===== config.mk =====
export PLATFORM = sky130hd
export DESIGN_NAME = div_unit
export DESIGN_NICKNAME = d
export VERILOG_FILES = /design/src/rtl/div_unit.sv
export SDC_FILE = /design/constraint.sdc
export NUM_CORES = 1
export LEC_CHECK = 0
export BUFFER_PORTS_ARGS = -buffer_cell sky130_fd_sc_hd__buf_2
export CORE_ASPECT_RATIO = 0.7
export CORE_UTILIZATION = 35
export CTS_CLUSTER_DIAMETER = 120
export CTS_CLUSTER_SIZE = 30
export DETAILED_ROUTE_END_ITERATION = 7
export MAX_ROUTING_LAYER = met4
export SYNTH_ARGS = -nofsm -noshare
export SYNTH_HDL_FRONTEND = slang
export SYNTH_SLANG_ARGS = --single-unit

===== constraint.sdc =====
create_clock -name clk -period 3.6 [get_ports clk]
set_input_delay 0.36 -clock clk [delete_from_list [all_inputs] [get_ports clk]]
set_output_delay 0.36 -clock clk [all_outputs]
set_load 0.05 [all_outputs]

===== src/rtl/div_unit.sv =====
// Multi-cycle radix-2 restoring divider for DIV/DIVU.
// Produces {remainder, quotient} with a ready flag held while start_i stays high.
module div_unit #(
  parameter int DATA_W = 32,
  parameter int CNT_W  = 6
) (
  input  logic                  clk,
  input  logic                  rst,
  input  logic                  signed_div_i,
  input  logic [DATA_W-1:0]     opdata1_i,
  input  logic [DATA_W-1:0]     opdata2_i,
  input  logic                  start_i,
  input  logic                  annul_i,
  output logic [2*DATA_W-1:0]   result_o,
  output logic                  ready_o
);

  typedef enum logic [1:0] {
    ST_FREE,
    ST_BYZERO,
    ST_ON,
    ST_END
  } state_t;

  state_t                state_q, state_d;
  logic [CNT_W-1:0]      cnt_q, cnt_d;
  logic [2*DATA_W:0]     work_q, work_d;
  logic [DATA_W-1:0]     op2_abs_q, op2_abs_d;
  logic                  signed_q, signed_d;
  logic                  op1_neg_q, op1_neg_d;
  logic                  op2_neg_q, op2_neg_d;
  logic [2*DATA_W-1:0]   result_q, result_d;
  logic                  ready_q, ready_d;

  logic [DATA_W-1:0]     op1_abs;
  logic [DATA_W-1:0]     op2_abs;
  logic [DATA_W:0]       diff;
  logic [DATA_W-1:0]     quo;
  logic [DATA_W-1:0]     rem;
  logic [DATA_W-1:0]     quo_fix;
  logic [DATA_W-1:0]     rem_fix;

  always_comb begin
    op1_abs = (signed_div_i && opdata1_i[DATA_W-1]) ? ('0 - opdata1_i) : opdata1_i;
    op2_abs = (signed_div_i && opdata2_i[DATA_W-1]) ? ('0 - opdata2_i) : opdata2_i;
    // Partial remainder sits one bit above the quotient field of the work register.
    diff    = {1'b0, work_q[2*DATA_W-1:DATA_W]} - {1'b0, op2_abs_q};
    quo     = work_q[DATA_W-1:0];
    rem     = work_q[2*DATA_W:DATA_W+1];
    quo_fix = (signed_q && (op1_neg_q ^ op2_neg_q)) ? ('0 - quo) : quo;
    rem_fix = (signed_q && op1_neg_q) ? ('0 - rem) : rem;
  end

  always_comb begin
    state_d   = state_q;
    cnt_d     = cnt_q;
    work_d    = work_q;
    op2_abs_d = op2_abs_q;
    signed_d  = signed_q;
    op1_neg_d = op1_neg_q;
    op2_neg_d = op2_neg_q;
    result_d  = result_q;
    ready_d   = ready_q;

    case (state_q)
      ST_FREE: begin
        ready_d  = 1'b0;
        result_d = '0;
        if (start_i && !annul_i) begin
          signed_d  = signed_div_i;
          op1_neg_d = opdata1_i[DATA_W-1];
          op2_neg_d = opdata2_i[DATA_W-1];
          op2_abs_d = op2_abs;
          cnt_d     = '0;
          work_d    = {{DATA_W{1'b0}}, op1_abs, 1'b0};
          state_d   = (opdata2_i == '0) ? ST_BYZERO : ST_ON;
        end
      end

      ST_BYZERO: begin
        work_d  = '0;
        state_d = ST_END;
      end

      ST_ON: begin
        if (annul_i) begin
          cnt_d   = '0;
          ready_d = 1'b0;
          state_d = ST_FREE;
        end else if (cnt_q == CNT_W'(DATA_W)) begin
          result_d = {rem_fix, quo_fix};
          ready_d  = 1'b1;
          state_d  = ST_END;
        end else begin
          if (diff[DATA_W]) begin
            work_d = {work_q[2*DATA_W-1:0], 1'b0};
          end else begin
            work_d = {diff[DATA_W-1:0], work_q[DATA_W-1:0], 1'b1};
          end
          cnt_d = cnt_q + CNT_W'(1);
        end
      end

      ST_END: begin
        if (!start_i || annul_i) begin
          ready_d  = 1'b0;
          result_d = '0;
          state_d  = ST_FREE;
        end else if (!ready_q) begin
          // Only the divide-by-zero path arrives here without a registered result.
          ready_d  = 1'b1;
          result_d = {rem, quo};
        end
      end

      default: state_d = ST_FREE;
    endcase
  end

  always_ff @(posedge clk or negedge rst) begin
    if (!rst) begin
      state_q   <= ST_FREE;
      cnt_q     <= '0;
      work_q    <= '0;
      op2_abs_q <= '0;
      signed_q  <= 1'b0;
      op1_neg_q <= 1'b0;
      op2_neg_q <= 1'b0;
      result_q  <= '0;
      ready_q   <= 1'b0;
    end else begin
      state_q   <= state_d;
      cnt_q     <= cnt_d;
      work_q    <= work_d;
      op2_abs_q <= op2_abs_d;
      signed_q  <= signed_d;
      op1_neg_q <= op1_neg_d;
      op2_neg_q <= op2_neg_d;
      result_q  <= result_d;
      ready_q   <= ready_d;
    end
  end

  assign result_o = result_q;
  assign ready_o  = ready_q;

endmodule


* Yosys cells after proc, flatten, opt, wreduce, memory -nomap -nowiden *
Cells that the tools add are included.

storage, ports and cells
  word-level logic and storage cells = 75
  flip-flop bits (word level) = 173
  output and inout port bits = 65

cells by class
  bitwise gates (word level) = 1
  equality and inequality tests = 12
  muxes and demuxes = 28
  reductions and logical operators = 19
  add/sub/neg operators = 6

operators by type and width
  kind                                                number
  two-way mux 65 bit                                  4
  two-way mux 64 bit                                  4
  case mux 65 bit (3 select lines)                    1
  case mux 64 bit (3 select lines)                    1
  two-way mux 32 bit                                  4
  subtractor 1 x 32 -> 32 bit (first input constant)  4
  subtractor 32 x 32 -> 33 bit                        1
  zero test 32 bit                                    1
  two-way mux 6 bit                                   3
  case mux 6 bit (2 select lines)                     1
  two-way mux 2 bit                                   5
  inequality test 2 bit (second input constant)       5
  inequality test 3 bit (second input constant)       3
  case mux 2 bit (4 select lines)                     1
  AND reduction 4 bit                                 2
  adder 6 x 1 -> 6 bit (second input constant)        1
  == test 6 bit (second input constant)               1
  AND reduction 3 bit                                 2
  nonzero test 3 bit                                  2
  logical AND 1 bit                                   5
  == test 2 bit (second input constant)               2
  AND reduction 2 bit                                 2
  two-way mux 1 bit                                   3
  case mux 1 bit (3 select lines)                     1
  6 further kinds                                     7

* Depth between registers and ports, before layout *
  depth after elaboration = 6
  mapped depth = 13
  mapped depth without buffers = 12

* Worst setup path after synthesis *
Ideal clock, no wire load.

  path type = input -> register
  start = in opdata1_i[0]
  end = reg work_q[27]
  stages on the path = 11
  path slack = 786 ps
  data arrival time = 2682 ps
  required time = 3468 ps
  cell sequence = inv_1 > ha_1 > or4b_4 > or3_4 > or4_4 > or3_4 > o21ai_1 > xor2_1 > nor2_1 > a21oi_2 > o21ai_1

between the ends
  cells in the longest elaborated chain, start to end = 4

ends and longest elaborated chain
  element                           line  text
  start: declaration                10    input logic [DATA_W-1:0] opdata1_i,
  subtractor 1 x 32 -> 32 bit       44    op1_abs = (signed_div_i && opdata1_i[DATA_W-1]) ? ('0 - opdata1_i) : opdata1_i;
  two-way mux 32 bit                44
  two-way mux 65 bit                69    if (start_i && !annul_i) begin
  case mux 65 bit (3 select lines)  65    case (state_q)
  end signal: assignment            134   work_q <= work_d;
  end: declaration                  27    logic [2*DATA_W:0] work_q, work_d;

Every way passes these cells. The select of a mux whose other input is x is not followed.
A chain may end at the register's enable or synchronous reset.

* Worst setup path in the final report *
  start = reg work_q[32]
  end = reg work_q[34]

between the ends
  cells in the longest elaborated chain, start to end = 5

ends and longest elaborated chain
  element                           line  text
  subtractor 32 x 32 -> 33 bit      47    diff = {1'b0, work_q[2*DATA_W-1:DATA_W]} - {1'b0, op2_abs_q};
  two-way mux 65 bit                95    if (diff[DATA_W]) begin
  two-way mux 65 bit                90    end else if (cnt_q == CNT_W'(DATA_W)) begin
  two-way mux 65 bit                86    if (annul_i) begin
  case mux 65 bit (3 select lines)  65

Every way passes these cells. The select of a mux whose other input is x is not followed.

==> results.py <==
metrics = {
    "floorplanning": {
        "die_h_microns": 157,
        "dieArea_sq_um": 35300,
        "pin_count": 134,
        "initial_core_util": 0.359,
        "floorplan.rows": 56,
        "die_w_microns": 224,
        "fp.coreArea_sq_um": 33700,
    },
    "yosys": {
        "yosys.area.top_type": "dfrtp_1",
        "syn_nets": 1631,
        "synth-edff-count": 0,
        "synth_top_family_by_area": "compound AO/OA/AOI/OAI gates",
        "syn-cell-area_sq_um": 12100,
        "synthSimpleGateAreaFrac": 0.191,
        "synth_top_area_share": 0.358,
        "yosys-mux-area-fraction": 0.0172,
        "synth_xor_xnor_area_share": 0.0834,
        "async_flop_share": 1.00,
        "syn_avg_cell_area_sq_um": 7.97,
        "synthTopCellsByArea": "dfrtp_1 36%, o21ai_0 9.2%, nand2_1 7.2%, ha_1 4.7%, xor2_1 4.6%",
        "ys_warn_count": 0,
        "yosysSeqAreaShare": 0.358,
        "yosysUniqueCellTypes": 75,
        "yosys_register_bits": 173,
        "ys.flop_type": "dfrtp_1",
        "synthAdderAreaFrac": 0.0483,
        "synthCells": 1516,
        "synth_compound_area_frac": 0.251,
    },
    "worst_setup_path": {
        "startpoint_type": "flip-flop",
        "critical_path_class": "reg -> reg",
        "required_ns": 3.96,
        "worstPathMaxFanout": 49,
        "end_kind": "flip-flop",
        "critPathArrivalTime_ns": 3.46,
    },
    "power": {
        "peakVddDrop_mv": 0.550,
        "leakage_nw": 6.33,
        "power_density_nw_per_um2": 723,
    },
    "placement": {
        "gp_congestion": 0.886,
        "portBuffers": 133,
        "place_hpwl_mm": 28.3,
        "placed_area_sq_um": 13300,
    },
    "clocking": {
        "cts_resized": 0,
        "htreeDepth": 4,
        "path_clk_slew_ns": 0.07,
        "cts_buffers": 17,
        "clockBufferDepth": 2,
        "cts-root-buf": "clkbuf_16",
        "clk_latency_ns": 0.44,
        "clkSinkCount": 173,
        "cts_tree": "done",
    },
    "detailed_routing": {
        "antenna_left": 0,
        "post_drt_wl_per_cell_microns": 17.9,
        "drc": 0,
        "routed_wl_mm": 37.3,
        "vias_per_cell": 5.44,
        "vias": 11300,
        "dr.pass1.iters": 5,
        "drt_iter0_markers": 1107,
    },
    "global_routing": {
        "grt_pass1_vias": 10100,
        "antenna_found_initial": 0,
        "grt_pass1_wl_mm": 58.4,
        "grt_max_degree": 95,
        "grtUsageTotal": 0.218,
        "grt.overflow.total": 0,
    },
    "final_layout": {
        "finalInstanceArea_sq_um": 13800,
        "layout_common_cells": "229 x nand2_1, 220 x o21ai_0, 173 x dfrtp_1",
        "drive_above_1_share": 0.140,
        "final_util": 0.411,
        "final_nets": 1719,
        "fillers": 3427,
        "final_common_cell": "nand2_1",
        "area_growth_syn_to_layout_pct": 14.6,
    },
    "timing": {
        "max_clock_freq_ghz": 0.323,
        "final_hold_viol_count": 0,
        "fin_skew_ns": 0.00991,
        "period_needed_ns": 3.10,
        "period_share": 0.861,
        "fin_tns_setup_ns": 0,
        "slew_headroom": 0.456,
        "rsz0062_at_grt": "false",
        "setup-violations-final": 0,
        "worst_slew_pin_slew_ns": 0.814,
        "slew_viol_final": 0,
    },
    "hold_path": {
        "min_path_type": "in -> reg",
    },
    "run": {
        "cap_viol_max_count": 0,
    },
    "status": {
        "status": "complete, no violations",
    },
}
[flip-flops by register name (all words and copies together) (netlist names)]
| signal | count |
|---|---|
| signed_q | 1 |
| result_o | 64 |
| op2_abs_q | 32 |
| op2_neg_q | 1 |
| state_q | 2 |
| op1_neg_q | 1 |
| work_q | 65 |
| ready_o | 1 |
| cnt_q | 6 |
[power breakdown]
part	total, mW	internal, mW	leakage, nW	switching, mW
clock network	1.77	0.946	0.272	0.824
registers	3.03	2.45	2.31	0.575
logic	5.22	1.61	3.75	3.61
total	10.0	5.01	6.33	5.01
[repair_timing]
| action | CTS | global route |
|---|---|---|
| setup endpoints to repair | 0 | 0 |
| endpoints found under the hold margin | 55 | 0 |
| buffers inserted | 0 | 0 |
| hold buffers | 1 | 0 |
[cell usage after synthesis, drive strengths merged (3+ instances only)]
cell type,number
nand2,231
o21ai,227
dfrtp,173
nor2,99
a21oi,96
clkbuf,87
xor2,63
inv,60
xnor2,52
ha,45
a22oi,34
nor3,33
a31oi,29
nand3,26
o31ai,20
nor4,19
a21o,15
nand2b,15
or3,15
mux2i,14
o311ai,14
a22o,12
buf,12
and2,11
o41ai,11
or4,11
nand4,9
nor2b,9
and3,7
o21a,7
mux2,6
o211ai,5
o21bai,5
a32oi,4
o22ai,4
or2,4
a311oi,3
nor3b,3
[stage by stage]
step,setup WS [ns],hold slack (ns),power (mW),instances
6_report,0.502,0.217,10.0,2082
5_1_grt,0.277,0.237,10.8,2081
4_1_cts,0.505,0.207,10.0,2081
3_5_place_dp,0.430,0.449,8.23,2048
3_3_place_gp,0.492,0.445,8.15,2048
2_1_floorplan,0.786,0.0644,6.71,1516
[layer usage]
layer / wire (microns) / vias up / track usage
met4: 274 / 0 / 0.0362
li1: - / 5559 / -
met3: 2600 / 29 / 0.0366
met2: 13700 / 360 / 0.269
met1: 20700 / 5381 / 0.356
met5: 0 / - / -
[final cells by class]
| class | instances | area, sq um | area share |
|---|---|---|---|
| diodes | 1 | 2.50 | 0.000181 |
| repair buffers | 168 | 987 | 0.0713 |
| flip-flops and latches | 173 | 4330 | 0.313 |
| multi-input cells | 1184 | 7170 | 0.518 |
| clock buffers | 21 | 470 | 0.0340 |
| clock inverters | 11 | 85.1 | 0.00614 |
| inverters | 60 | 225 | 0.0163 |
| well taps | 464 | 581 | 0.0419 |
[worst max-delay path, stage by stage, from the launching register on]
cell and delay [ns]:
dfrtp_1 0.32, inv_1 0.07, ha_1 0.21, fa_1 0.39, nand2b_1 0.19, a21oi_1 0.18
o21ai_0 0.19, a21oi_1 0.17, nor2_1 0.08, o31ai_1 0.45, a21oi_4 0.13, buf_12 0.20
mux2_2 0.29, o21ai_0 0.14
[worst paths after layout]
kind / startpoint / endpoint / slack [ns] / cells after the start
min: opdata2_i[31] / op2_abs_q[31]$_DFFE_PN0P_ / 0.22 / 3
max reg2reg: work_q[32]$_DFFE_PN0P_ / work_q[34]$_DFFE_PN0P_ / 0.50 / 13
max: work_q[32]$_DFFE_PN0P_ / work_q[34]$_DFFE_PN0P_ / 0.50 / 13
min reg2reg: result_o[34]$_DFFE_PN0P_ / result_o[34]$_DFFE_PN0P_ / 0.47 / 2
max in group asynchronous: rst / result_o[58]$_DFFE_PN0P_ / 2.29 / 3
min in group asynchronous: rst / result_o[20]$_DFFE_PN0P_ / 0.52 / 2
[kinds of logic (layout without fill, tap and decap cells)]
group	count (synthesis)	in the layout
AO/OA/AOI/OAI	504	504
AND/OR/NAND/NOR	499	499
flip-flops	173	173
buffers and inverters	159	260
XOR/XNOR	115	115
adder cells (fa/ha/maj)	46	46
multiplexers	20	20
other	0	1
Note: power is estimated with default switching activity, not from simulation.
